<file path="src/rtl/gpu_pipe_pkg.sv">
// Shared GPU pipeline constants: warp count, decoded-packet width and the
// packet field layout that the scoreboard already decodes.
package gpu_pipe_pkg;

    localparam int GPU_NUM_WARP     = 8;
    localparam int GPU_NUM_WARP_LOG = 3;
    localparam int GPU_PKT_W        = 128;

    localparam int PKT_PRED_LSB  = 0;
    localparam int PKT_PRED_W    = 4;
    localparam int PKT_REG_W     = 6;
    localparam int PKT_SRC0_LSB  = 4;
    localparam int PKT_SRC1_LSB  = 10;
    localparam int PKT_SRC2_LSB  = 16;
    localparam int PKT_DEST_LSB  = 22;
    localparam int PKT_DEST_WEN  = 28;

    typedef struct packed {
        logic [PKT_PRED_W-1:0] pred;
        logic [PKT_REG_W-1:0]  src0;
        logic [PKT_REG_W-1:0]  src1;
        logic [PKT_REG_W-1:0]  src2;
        logic [PKT_REG_W-1:0]  dest;
        logic                  dest_wen;
    } pkt_regs_t;

    function automatic pkt_regs_t pkt_regs(input logic [GPU_PKT_W-1:0] pkt);
        pkt_regs_t r;
        r.pred     = pkt[PKT_PRED_LSB +: PKT_PRED_W];
        r.src0     = pkt[PKT_SRC0_LSB +: PKT_REG_W];
        r.src1     = pkt[PKT_SRC1_LSB +: PKT_REG_W];
        r.src2     = pkt[PKT_SRC2_LSB +: PKT_REG_W];
        r.dest     = pkt[PKT_DEST_LSB +: PKT_REG_W];
        r.dest_wen = pkt[PKT_DEST_WEN];
        return r;
    endfunction

endpackage

</file>
<file path="src/rtl/warp_issue_select_rr_arbiter.sv">
// Combinational round-robin arbiter: first set request at or after base_i,
// scanning upward with wrap. With no request the index reports base_i.
module rr_arbiter #(
    parameter int N    = 8,
    parameter int LOGN = 3
) (
    input  logic [N-1:0]    req_i,
    input  logic [LOGN-1:0] base_i,
    output logic [N-1:0]    grant_o,
    output logic [LOGN-1:0] idx_o,
    output logic            any_o
);

    logic [N-1:0]    req_rot;
    logic [LOGN-1:0] off;
    logic            found;

    // Rotate so that bit 0 is the base position; priority then becomes a plain LSB-first scan.
    for (genvar gi = 0; gi < N; gi++) begin : g_rot
        logic [LOGN-1:0] src;
        assign src         = base_i + LOGN'(gi);
        assign req_rot[gi] = req_i[src];
    end

    always_comb begin
        off   = '0;
        found = 1'b0;
        for (int i = 0; i < N; i++) begin
            if (!found && req_rot[i]) begin
                found = 1'b1;
                off   = LOGN'(i);
            end
        end
        idx_o   = base_i + off;
        grant_o = '0;
        if (found) begin
            grant_o[idx_o] = 1'b1;
        end
        any_o = found;
    end

endmodule

</file>
<file path="src/rtl/warp_issue_select.sv">
// Per-warp instruction buffer with round-robin candidate selection towards the
// scoreboard and a registered issue port to operand collect.
module warp_issue_select
    import gpu_pipe_pkg::*;
#(
    parameter int NUM_WARP     = GPU_NUM_WARP,
    parameter int NUM_WARP_LOG = GPU_NUM_WARP_LOG,
    parameter int PKT_W        = GPU_PKT_W
) (
    input  logic                    clk,
    input  logic                    reset,
    input  logic                    stall_i,
    input  logic                    dec_valid_i,
    input  logic [NUM_WARP_LOG-1:0] dec_warp_i,
    input  logic [PKT_W-1:0]        dec_packet_i,
    output logic [NUM_WARP-1:0]     ibuf_free_o,
    input  logic                    flush_i,
    input  logic [NUM_WARP_LOG-1:0] flush_warp_i,
    output logic                    sel_valid_o,
    output logic [NUM_WARP_LOG-1:0] sel_warp_o,
    output logic [PKT_W-1:0]        sel_packet_o,
    input  logic                    sel_ready_i,
    output logic                    issue_valid_o,
    output logic [NUM_WARP_LOG-1:0] issue_warp_o,
    output logic [PKT_W-1:0]        issue_packet_o
);

    logic [NUM_WARP-1:0]     valid_q;
    logic [NUM_WARP-1:0]     valid_d;
    logic [PKT_W-1:0]        pkt_q [NUM_WARP];
    logic [NUM_WARP_LOG-1:0] rr_ptr_q;
    logic [NUM_WARP_LOG-1:0] rr_ptr_d;
    logic                    issue_valid_q;
    logic [NUM_WARP_LOG-1:0] issue_warp_q;
    logic [PKT_W-1:0]        issue_packet_q;

    logic [NUM_WARP-1:0]     grant;
    logic [NUM_WARP_LOG-1:0] sel_idx;
    logic                    sel_any;
    logic                    flush_hits_sel;
    logic                    fire;
    logic                    dec_wr;

    rr_arbiter #(
        .N    (NUM_WARP),
        .LOGN (NUM_WARP_LOG)
    ) u_arb (
        .req_i   (valid_q),
        .base_i  (rr_ptr_q),
        .grant_o (grant),
        .idx_o   (sel_idx),
        .any_o   (sel_any)
    );

    assign ibuf_free_o  = ~valid_q;
    assign sel_valid_o  = sel_any;
    assign sel_warp_o   = sel_idx;
    assign sel_packet_o = sel_any ? pkt_q[sel_idx] : '0;

    // A redirect of the candidate warp kills its issue even if the scoreboard accepted it.
    assign flush_hits_sel = flush_i && (flush_warp_i == sel_idx);
    assign fire           = sel_any && sel_ready_i && !stall_i && !flush_hits_sel;
    assign dec_wr         = dec_valid_i && !stall_i && !valid_q[dec_warp_i];

    // Write beats flush so a redirect can land its first new-path packet in the same cycle.
    for (genvar gi = 0; gi < NUM_WARP; gi++) begin : g_entry
        logic wr_hit;
        logic clr_hit;
        assign wr_hit  = dec_wr && (dec_warp_i == NUM_WARP_LOG'(gi));
        assign clr_hit = !stall_i && ((fire && grant[gi])
                       || (flush_i && (flush_warp_i == NUM_WARP_LOG'(gi))));
        assign valid_d[gi] = wr_hit | (valid_q[gi] & ~clr_hit);
    end

    // Pointer advances past every presented candidate, so a blocked warp yields one round.
    assign rr_ptr_d = (sel_any && !stall_i) ? sel_idx + NUM_WARP_LOG'(1) : rr_ptr_q;

    always_ff @(posedge clk) begin
        if (dec_wr) begin
            pkt_q[dec_warp_i] <= dec_packet_i;
        end
    end

    always_ff @(posedge clk) begin
        if (reset) begin
            valid_q        <= '0;
            rr_ptr_q       <= '0;
            issue_valid_q  <= 1'b0;
            issue_warp_q   <= '0;
            issue_packet_q <= '0;
        end else begin
            valid_q       <= valid_d;
            rr_ptr_q      <= rr_ptr_d;
            issue_valid_q <= fire;
            if (fire) begin
                issue_warp_q   <= sel_idx;
                issue_packet_q <= sel_packet_o;
            end
        end
    end

    assign issue_valid_o  = issue_valid_q;
    assign issue_warp_o   = issue_warp_q;
    assign issue_packet_o = issue_packet_q;

    // Decode must only target free entries; an overwrite would silently lose a packet.
    a_no_overwrite: assert property (@(posedge clk) disable iff (reset)
        (dec_valid_i && !stall_i) |-> !valid_q[dec_warp_i])
        else $error("decode write to occupied warp entry %0d", dec_warp_i);

endmodule

</file>
<file path="config.mk">
export PLATFORM = sky130hd
export DESIGN_NAME = warp_issue_select
export DESIGN_NICKNAME = d
export VERILOG_FILES = /design/src/rtl/gpu_pipe_pkg.sv /design/src/rtl/warp_issue_select_rr_arbiter.sv /design/src/rtl/warp_issue_select.sv
export SDC_FILE = /design/constraint.sdc
export NUM_CORES = 1
export LEC_CHECK = 0
export CAP_MARGIN = 20
export CORE_MARGIN = 3
export CORE_UTILIZATION = 57
export CTS_CLUSTER_DIAMETER = 60
export DETAILED_ROUTE_END_ITERATION = 8
export PLACE_DENSITY = 0.79
export SYNTH_ARGS = -nofsm -noshare
export SYNTH_HDL_FRONTEND = slang
export SYNTH_HIERARCHICAL = 1
export SYNTH_SLANG_ARGS = --single-unit
export TNS_END_PERCENT = 100
</file>
<file path="constraint.sdc">
create_clock -name clk -period 26.3 [get_ports clk]
set_input_delay 5.26 -clock clk [delete_from_list [all_inputs] [get_ports clk]]
set_output_delay 5.26 -clock clk [all_outputs]
set_load 0.02 [all_outputs]
</file>
* Word-level counts from Yosys, hierarchy flattened *
Memories as Yosys holds them, arrays and structs flattened.
Index checks and enable logic that the tools add are counted.

word-level totals
  flip-flop bits (word level) = 143
  bits in writable memories = 1,024
  bits of input ports = 140
  memories kept = 1
  logic and storage cells = 172

operators by class
  reduce and logical (&&, ||, !) cells = 67
  eq/ne operators = 15
  $add $sub $neg = 9
  bitwise operators = 25
  muxes and demuxes = 39
  magnitude comparators = 11

memory list
  name   depth  bits a word  rd ports  clocked after Yosys merged registers in  wr ports  RTL line                 text
  pkt_q  8      128          1         0                                        1         warp_issue_select.sv:30  logic [PKT_W-1:0] pkt_q [NUM_WARP];

operator list
  operator               number
  $mux W128              1
  $logic_and A1 B1 Y1    47
  $lt A3 B4 Y1 const B   10
  $bmux W1 S3            9
  $eq A3 B3 Y1 const B   8
  $mux W1                21
  $mux W3                6
  $add A3 B3 Y3 const B  4
  $eq A3 B2 Y1 const B   4
  $logic_not A1 Y1       10
  $and A1 B1 Y1          8
  $logic_or A1 B1 Y1     8
  $mux W8                1
  $not A1 Y1             8
  $not A8 Y8             1
  $or A1 B1 Y1           8
  $add A3 B1 Y3 const B  2
  $add A3 B2 Y3 const B  2
  $eq A3 B1 Y1 const B   2
  $logic_not A3 Y1       2
  $add A3 B3 Y3          1
  $demux W1 S3           1
  $eq A3 B3 Y1           1
  $ge A3 B1 Y1 const B   1

* Longest topological paths before layout *
Gate-level depths: netlist (run 1).

  depth in word-level cells = 36
  mapped depth = 23
  mapped depth without buffers = 17

* Cells and area by module *
Netlist (run 1), hierarchy kept.

modules (own cells, without submodules)
  module             area each (sq um)  instances  seq. area each (sq um)  cells an instance
  warp_issue_select  43,927.1           1          33,612.2                2,012
  rr_arbiter         829.5              1          0.0                     93

* Worst setup path before layout (run 1) *
No wires, ideal clock.

  kind = input to register
  start point = in stall_i
  end point = reg valid_q[0]
  setup slack = 6.460 ns
  library setup time = 0.114 ns
  data required time = 26.186 ns
  data arrival time = 19.726 ns
  stages = 4
  buffers on the path = 0
  cells stage by stage = nand2b_1 -> nor2_1 -> nor4b_1 -> o31a_1

between the ends
  cells in the longest elaborated chain, start to end = 9

ends and longest elaborated chain
  what                               RTL line                                                                   text
  start: declaration                 warp_issue_select.sv:12                                                    input logic stall_i,
  $logic_not A1 Y1 *                 warp_issue_select.sv:62, warp_issue_select.sv:63, warp_issue_select.sv:70
  $logic_and A1 B1 Y1 (2 in series)  warp_issue_select.sv:62                                                    assign fire = sel_any && sel_ready_i && !stall_i && !flush_hits_sel;
  $logic_and A1 B1 Y1                warp_issue_select.sv:70                                                    assign clr_hit = !stall_i && ((fire && grant[gi])
  $logic_or A1 B1 Y1                 warp_issue_select.sv:71                                                    || (flush_i && (flush_warp_i == NUM_WARP_LOG'(gi))));
  $logic_and A1 B1 Y1                warp_issue_select.sv:70
  $not A1 Y1                         warp_issue_select.sv:72                                                    assign valid_d[gi] = wr_hit | (valid_q[gi] & ~clr_hit);
  $and A1 B1 Y1                      warp_issue_select.sv:72
  $or A1 B1 Y1 *                     warp_issue_select.sv:72
  end signal: assignment             warp_issue_select.sv:92                                                    valid_q <= valid_d;
  end: declaration                   warp_issue_select.sv:28                                                    logic [NUM_WARP-1:0] valid_q;

Mark *: on every way between the ends. The rest lies on a longest branch, timed or not.
A chain may end at the register's enable or synchronous reset.

* Worst setup path in the final report (run 1) *
  start point = reg rr_ptr_q[0]
  end point = out sel_packet_o[60]

between the ends
  cells in the longest elaborated chain, start to end = 27

ends and longest elaborated chain
  what                                                                    RTL line                 text
  start: declaration                                                      warp_issue_select.sv:31  logic [NUM_WARP_LOG-1:0] rr_ptr_q;
  start signal: assignment                                                warp_issue_select.sv:93  rr_ptr_q <= rr_ptr_d;
  parallel branches: the longest is 26 deep, another holds $add A3 B1 Y3  -
  $mux W128 *                                                             warp_issue_select.sv:58  assign sel_packet_o = sel_any ? pkt_q[sel_idx] : '0;
  end: declaration                                                        warp_issue_select.sv:21  output logic [PKT_W-1:0] sel_packet_o,

Mark *: on every way between the ends. The select of a mux whose other input is x is not followed.

==> results.yml, run 1 <==
cells_and_area:
  drive_above_1_share: 0.2337
  syn2layout_area_growth_pct: 19.90
  final_common_cell: "edfxtp_1"
  final_cell_mix: "edfxtp_1 (1024), clkdlybuf4s50_1 (411), mux4_2 (264)"
  fin_nets: 2686
critical_path:
  cp.arrival_ns: 7.75
  crit_type: "reg -> out"
  reg2reg_slack_ns: 18.35
  slowest_stage: "buf_4"
  cp.required_ns: 21.04
  r2r-end: "issue_packet_o[75]"
  ff2ff_path_depth: 18
  cp_max_fo: 48
  cp-end-kind: "primary output"
  slowest_delay_ns: 0.89
  rr_startpoint: "rr_ptr_q[0]"
  critical_path.startpoint: "rr_ptr_q[0]"
  crit_chain: "inv_2 -> ha_1 -> mux2i_1 -> mux4_2 -> a22oi_2 -> nor3b_4 -> nand2_1 -> o311ai_2 -> ha_4 -> buf_4 -> buf_4 -> mux4_2 -> mux2_2 -> and2_1 -> clkdlybuf4s50_1"
  start_kind: "flip-flop"
  crit_end: "sel_packet_o[60]"
placement:
  dp_hpwl_um: 54240
  gp_congestion: 0.7669
  port_buffers: 411
  dp_slack_ns: 13.86
routing:
  ant_nets: 0
  wire_per_inst_um: 26.18
  route.detailed.drc: 0
  first_iter_violations: 2068
  drtPass1Iterations: 5
  via_per_inst: 6.012
  wl_um: 96690
  vias: 22202
grt:
  grt-ovfl-total: 0
  grtUsageTotal: 0.2388
  grt_pass1_wl_um: 147200
  grt_pass1_vias: 23493
  grt_start_max_net_pins: 142
  antenna_found_initial: 17
sta:
  fmax_mhz: 76.87
  setup_viol: 0
  tightest_slew_ns: 1.049
  fin_ws_ns: 13.29
  finalCriticalPeriod_ns: 13.01
  hold_violations: 0
  fin_crit_sh: 0.4946
  relSlewSlack: 0.3008
  drv_slew: 0
  tns_ns: 0
  fin_skew_ns: 0.02293
  rsz0062_at_grt: "false"
floorplanning:
  dieWidth_um: 286.2
  die-area_um2: 81920
  core_um2: 77590
  rows: 102
  ios: 412
  die_y_um: 286.2
  start_util: 0.5768
clock_tree:
  clk_latency_ns: 0.66
  cts_buffers: 114
  cts_buffer_depth: 3
  cts_sinks: 1167
  cts_tree: "done"
  clk_pin_slew_ns: 0.06
  hold_buffers: 0
  cts_resized: 0
  post_cts_buffers: 0
  root_buffer: "clkbuf_16"
  htreeDepth: 3
run_status:
  outcome: "completed"
logic_synthesis:
  synth.yosys.warnings: 6
  ys_ff_latch: 1167
  synth_area_leader_cell: "edfxtp_1"
  ys_seq_area_frac: 0.7510
  syn_nets: 2250
  synth_top_area_frac: 0.6870
  synthDistinctLibCells: 49
  synth_area_per_cell_um2: 21.26
  synth_area_leaders: "edfxtp_1 (69%), mux4_2 (13%), dfxtp_1 (6.4%)"
  synthCells: 2105
  syn_area_um2: 44760
min_path:
  worstHoldPathType: "reg -> reg"
run:
  maxCapViolations: 0
==> sequential cells by signal, summed over array words and instances (netlist names) <==
name	cells
valid_q	8
pkt_q	1024
issue_warp_o	3
issue_valid_o	1
rr_ptr_q	3
issue_packet_o	128
==> logic make-up (layout without fill, tap and decap cells) <==
| kind of cell | Yosys count | count (layout) | synth area share |
|---|---|---|---|
| flip-flops | 1167 | 1167 | 0.7510 |
| AND/OR/NAND/NOR | 193 | 193 | 0.02572 |
| buffers and inverters | 143 | 678 | 0.01742 |
| other | 0 | 13 | 0 |
| AO/OA/AOI/OAI | 175 | 175 | 0.03262 |
| XOR/XNOR | 9 | 9 | 0.001929 |
| adder cells (fa/ha/maj) | 5 | 5 | 0.001566 |
| multiplexers | 413 | 413 | 0.1697 |
==> metal layers <==
metal  vias up  global-route usage  wire, µm  share of wire
met5         -                   0        69        0.00071
met4        10             0.07894      2027          0.021
met3       147             0.04106      5376          0.056
met2       762              0.4153     51570           0.53
met1     11705              0.3089     37650           0.39
li1       9578                   -         -              -
==> final cells by class <==
| class | instances | area (µm²) |
|---|---|---|
| tap | 1040 | 1301 |
| fill | 4778 | 23930 |
| clock buffer | 161 | 3181 |
| timing repair buffer | 445 | 4452 |
| sequential | 1167 | 33610 |
| multi-input combinational | 795 | 10450 |
| antenna | 13 | 32.53 |
| clock inverter | 54 | 551.8 |
| inverter | 18 | 80.08 |
==> how the worst min path moves through the flow <==
stage | cells after the start | slack (ns) | to | start
final | 1 | 0.47 | issue_packet_o[72] | issue_packet_o[72]
after global routing | 1 | 0.49 | issue_packet_o[7] | issue_packet_o[7]
after CTS | 1 | 0.47 | issue_packet_o[8] | issue_packet_o[8]
after detailed placement | 1 | 0.45 | issue_packet_o[89] | issue_packet_o[89]
after global placement | 1 | 0.46 | issue_packet_o[108] | issue_packet_o[108]
after floorplan | 2 | 0.51 | rr_ptr_q[1] | rr_ptr_q[1]
==> synthesized netlist by cell type, drive strengths merged <==
| master | instances |
|---|---|
| edfxtp | 1024 |
| mux4 | 264 |
| dfxtp | 143 |
| and2 | 133 |
| a22o | 130 |
| mux2 | 128 |
| clkbuf | 70 |
| buf | 55 |
| mux2i | 21 |
| inv | 18 |
| nor2 | 17 |
| nand2 | 15 |
| o21ai | 9 |
| a21oi | 8 |
| xnor2 | 7 |
| nand3 | 6 |
| nand2b | 5 |
| o31a | 5 |
| o31ai | 5 |
| a211oi | 4 |
| ha | 4 |
| a21o | 3 |
| nor2b | 3 |
| nor4b | 3 |
| a32oi | 2 |
| and3 | 2 |
| nand3b | 2 |
| nor4 | 2 |
| o221ai | 2 |
| o22ai | 2 |
| or3 | 2 |
| xor2 | 2 |
| a22oi | 1 |
| a31oi | 1 |
| a41oi | 1 |
| fa | 1 |
| nand4 | 1 |
| nor3 | 1 |
| nor3b | 1 |
| o21a | 1 |
| o311ai | 1 |
==> metrics by stage <==
step | hold slack (ns) | area, µm² | std cells | util
final | 0.4721 | 53660 | 3693 | 0.6916
after global routing | 0.4862 | 53650 | 3690 | 0.6915
after CTS | 0.4742 | 53580 | 3678 | 0.6905
after floorplan | 0.5102 | 44760 | 2105 | -
after global placement | 0.4561 | 49850 | 3463 | 0.6424
after detailed placement | 0.4532 | 49850 | 3463 | 0.6424
==> worst max-delay path: cells and delay by family (launching register included) <==
kind / cells / cell delay [ns]
buffers and inverters: 4 / 2.34
muxes: 4 / 1.60
adders and majority gates: 2 / 1.16
and+or+nand+nor: 3 / 0.79
DFF: 1 / 0.66
AOI/OAI and AO/OA: 2 / 0.39
Power of run 1 is left out: the tool's default activity adds up to more than one toggle a clock period on the data nets, which glitch-free logic cannot reach.
==> run 2: changes to the inputs <==
==> constraint.sdc (replaced) <==
create_clock -name clk -period 12 [get_ports clk]
set_input_delay 2.4 -clock clk [delete_from_list [all_inputs] [get_ports clk]]
set_output_delay 2.4 -clock clk [all_outputs]
set_load 0.02 [all_outputs]
==> run 2 against run 1 <==
Compared with the run above:
- sequential share of layout area hardly changed
- sequential cell count stayed put
- cell count hardly changed
- register-to-register slack worse by 13 ns
- clock-buffer cell count is 4 lower
- non-clock buffer count is 2 lower
- via count is 0.68% higher
- hold slack better by 0.0021 ns
- clock skew is 0.012 ns higher
- die area stayed put
- critical endpoint is now sel_packet_o[35]
- largest cell class unchanged
- highest routed layer unchanged
==> results.yml, run 2 (synthesis results as in run 1) <==
placement:
  port_buffers: 411
  gp_congestion: 0.8213
  dp_hpwl_um: 54150
floorplanning:
  die-area_um2: 81920
  ios: 412
  start_util: 0.5768
  die_y_um: 286.2
  rows: 102
  core_um2: 77590
  dieWidth_um: 286.2
critical_path:
  reg2reg_slack_ns: 5.03
  crit_chain: "inv_2 -> ha_1 -> mux2i_1 -> nand2_1 -> o221ai_1 -> nor3b_4 -> nand2_1 -> o311ai_2 -> ha_4 -> inv_1 -> fa_1 -> inv_8 -> buf_12 -> mux4_2 -> mux2_2 -> and2_1 -> clkdlybuf4s50_1"
  start_kind: "flip-flop"
  cp_max_fo: 133
  slowest_delay_ns: 0.67
  crit_type: "reg -> out"
  cp.arrival_ns: 7.45
  cp.required_ns: 9.60
  path_common_cell: "nand2_1"
  cp-end-kind: "primary output"
  slowest_stage: "dfxtp_1"
routing:
  drtPass1Iterations: 5
  first_iter_violations: 1943
  via_per_inst: 6.056
  route.detailed.drc: 0
  wl_um: 97200
  wire_per_inst_um: 26.33
  ant_nets: 0
  vias: 22353
grt:
  antenna_found_initial: 22
  grt_start_max_net_pins: 134
  grt-ovfl-total: 0
  grt_pass1_vias: 23615
  grtUsageTotal: 0.2389
  grt_pass1_wl_um: 147300
sta:
  drv_slew: 0
  tns_ns: 0
  tightest_slew_ns: 1.151
  finalCriticalPeriod_ns: 9.846
  fin_crit_sh: 0.8205
  setup_viol: 0
  relSlewSlack: 0.2328
  fmax_mhz: 101.6
  fin_skew_ns: 0.03456
  hold_ws_ns: 0.4742
  rsz0062_at_grt: "false"
  hold_violations: 0
clock_tree:
  cts_buffers: 113
  hold_buffers: 0
  cts_resized: 0
  clk_pin_slew_ns: 0.06
  htreeDepth: 3
  root_buffer: "clkbuf_16"
  cts_tree: "done"
  clk_latency_ns: 0.67
  cts_sinks: 1167
  post_cts_buffers: 0
  cts_buffer_depth: 3
min_path:
  worstHoldPathType: "reg -> reg"
run_status:
  outcome: "completed"
cells_and_area:
  final_common_cell: "edfxtp_1"
  fin_nets: 2683
  largest_register_ffs: 1024
  num-fill-cells: 4765
  multi_input_area_um2: 10490
  post-route-util: 0.6920
  regMostFlops: "pkt_q"
  ff_latch_area_um2: 33610
  final_cell_mix: "edfxtp_1 (1024), clkdlybuf4s50_1 (411), mux4_2 (264)"
  drive_above_1_share: 0.2335
  syn2layout_area_growth_pct: 19.98
run:
  maxCapViolations: 0
run 2: cell count changes in the layout (fill, tap and decap cells not counted), moves of 2 or more:
cell / change
clkbuf_1: -3
clkinv_1: +2
clkinv_16: +2
clkinv_2: +2
clkinv_4: +2
inv_6: -2
inv_8: -3
nor4b_2: -3
nor4b_4: +3
run 2: critical path: cells and delay by family (launching register included):
family	cells	cell delay, ns
buffers and inverters	5	1.80
adders and majority gates	3	1.34
muxes	3	1.01
and+or+nand+nor	4	0.92
AOI/OAI and AO/OA	2	0.68
DFF	1	0.67
run 2: worst paths after layout:
path / startpoint / to / cells after the start
max: rr_ptr_q[0] / sel_packet_o[35] / 17
min: issue_packet_o[75] / issue_packet_o[75] / 1
max reg2reg: rr_ptr_q[0] / issue_packet_o[6] / 18
min reg2reg: issue_packet_o[75] / issue_packet_o[75] / 1
run 2: cell type report:
| type | count | share of cell area |
|---|---|---|
| Inverter | 18 | 0.001491 |
| Multi-Input combinational cell | 795 | 0.1954 |
| Timing Repair Buffer | 443 | 0.08225 |
| Clock buffer | 157 | 0.05855 |
| Clock inverter | 58 | 0.01153 |
| Antenna cell | 13 | 0.0006058 |
| Tap cell | 1040 | 0.02423 |
| Sequential cell | 1167 | 0.6259 |
run 2: through the flow:
stage	setup slack (ns)	cells	cell area (µm²)
2_1_floorplan	-3.812	2105	44790
4_1_cts	2.189	3678	53670
3_3_place_gp	3.206	3463	49900
3_5_place_dp	2.921	3463	49900
5_1_grt	1.755	3691	53700
6_report	2.154	3691	53700
run 2: per-layer routing:
metal	wire, µm	vias to the layer above	global-route usage
met5	86	-	0
li1	-	9566	-
met4	2994	12	0.08265
met2	49950	866	0.4063
met1	38580	11727	0.3180
met3	5595	182	0.03868
Power of run 2 is left out for the same reason.
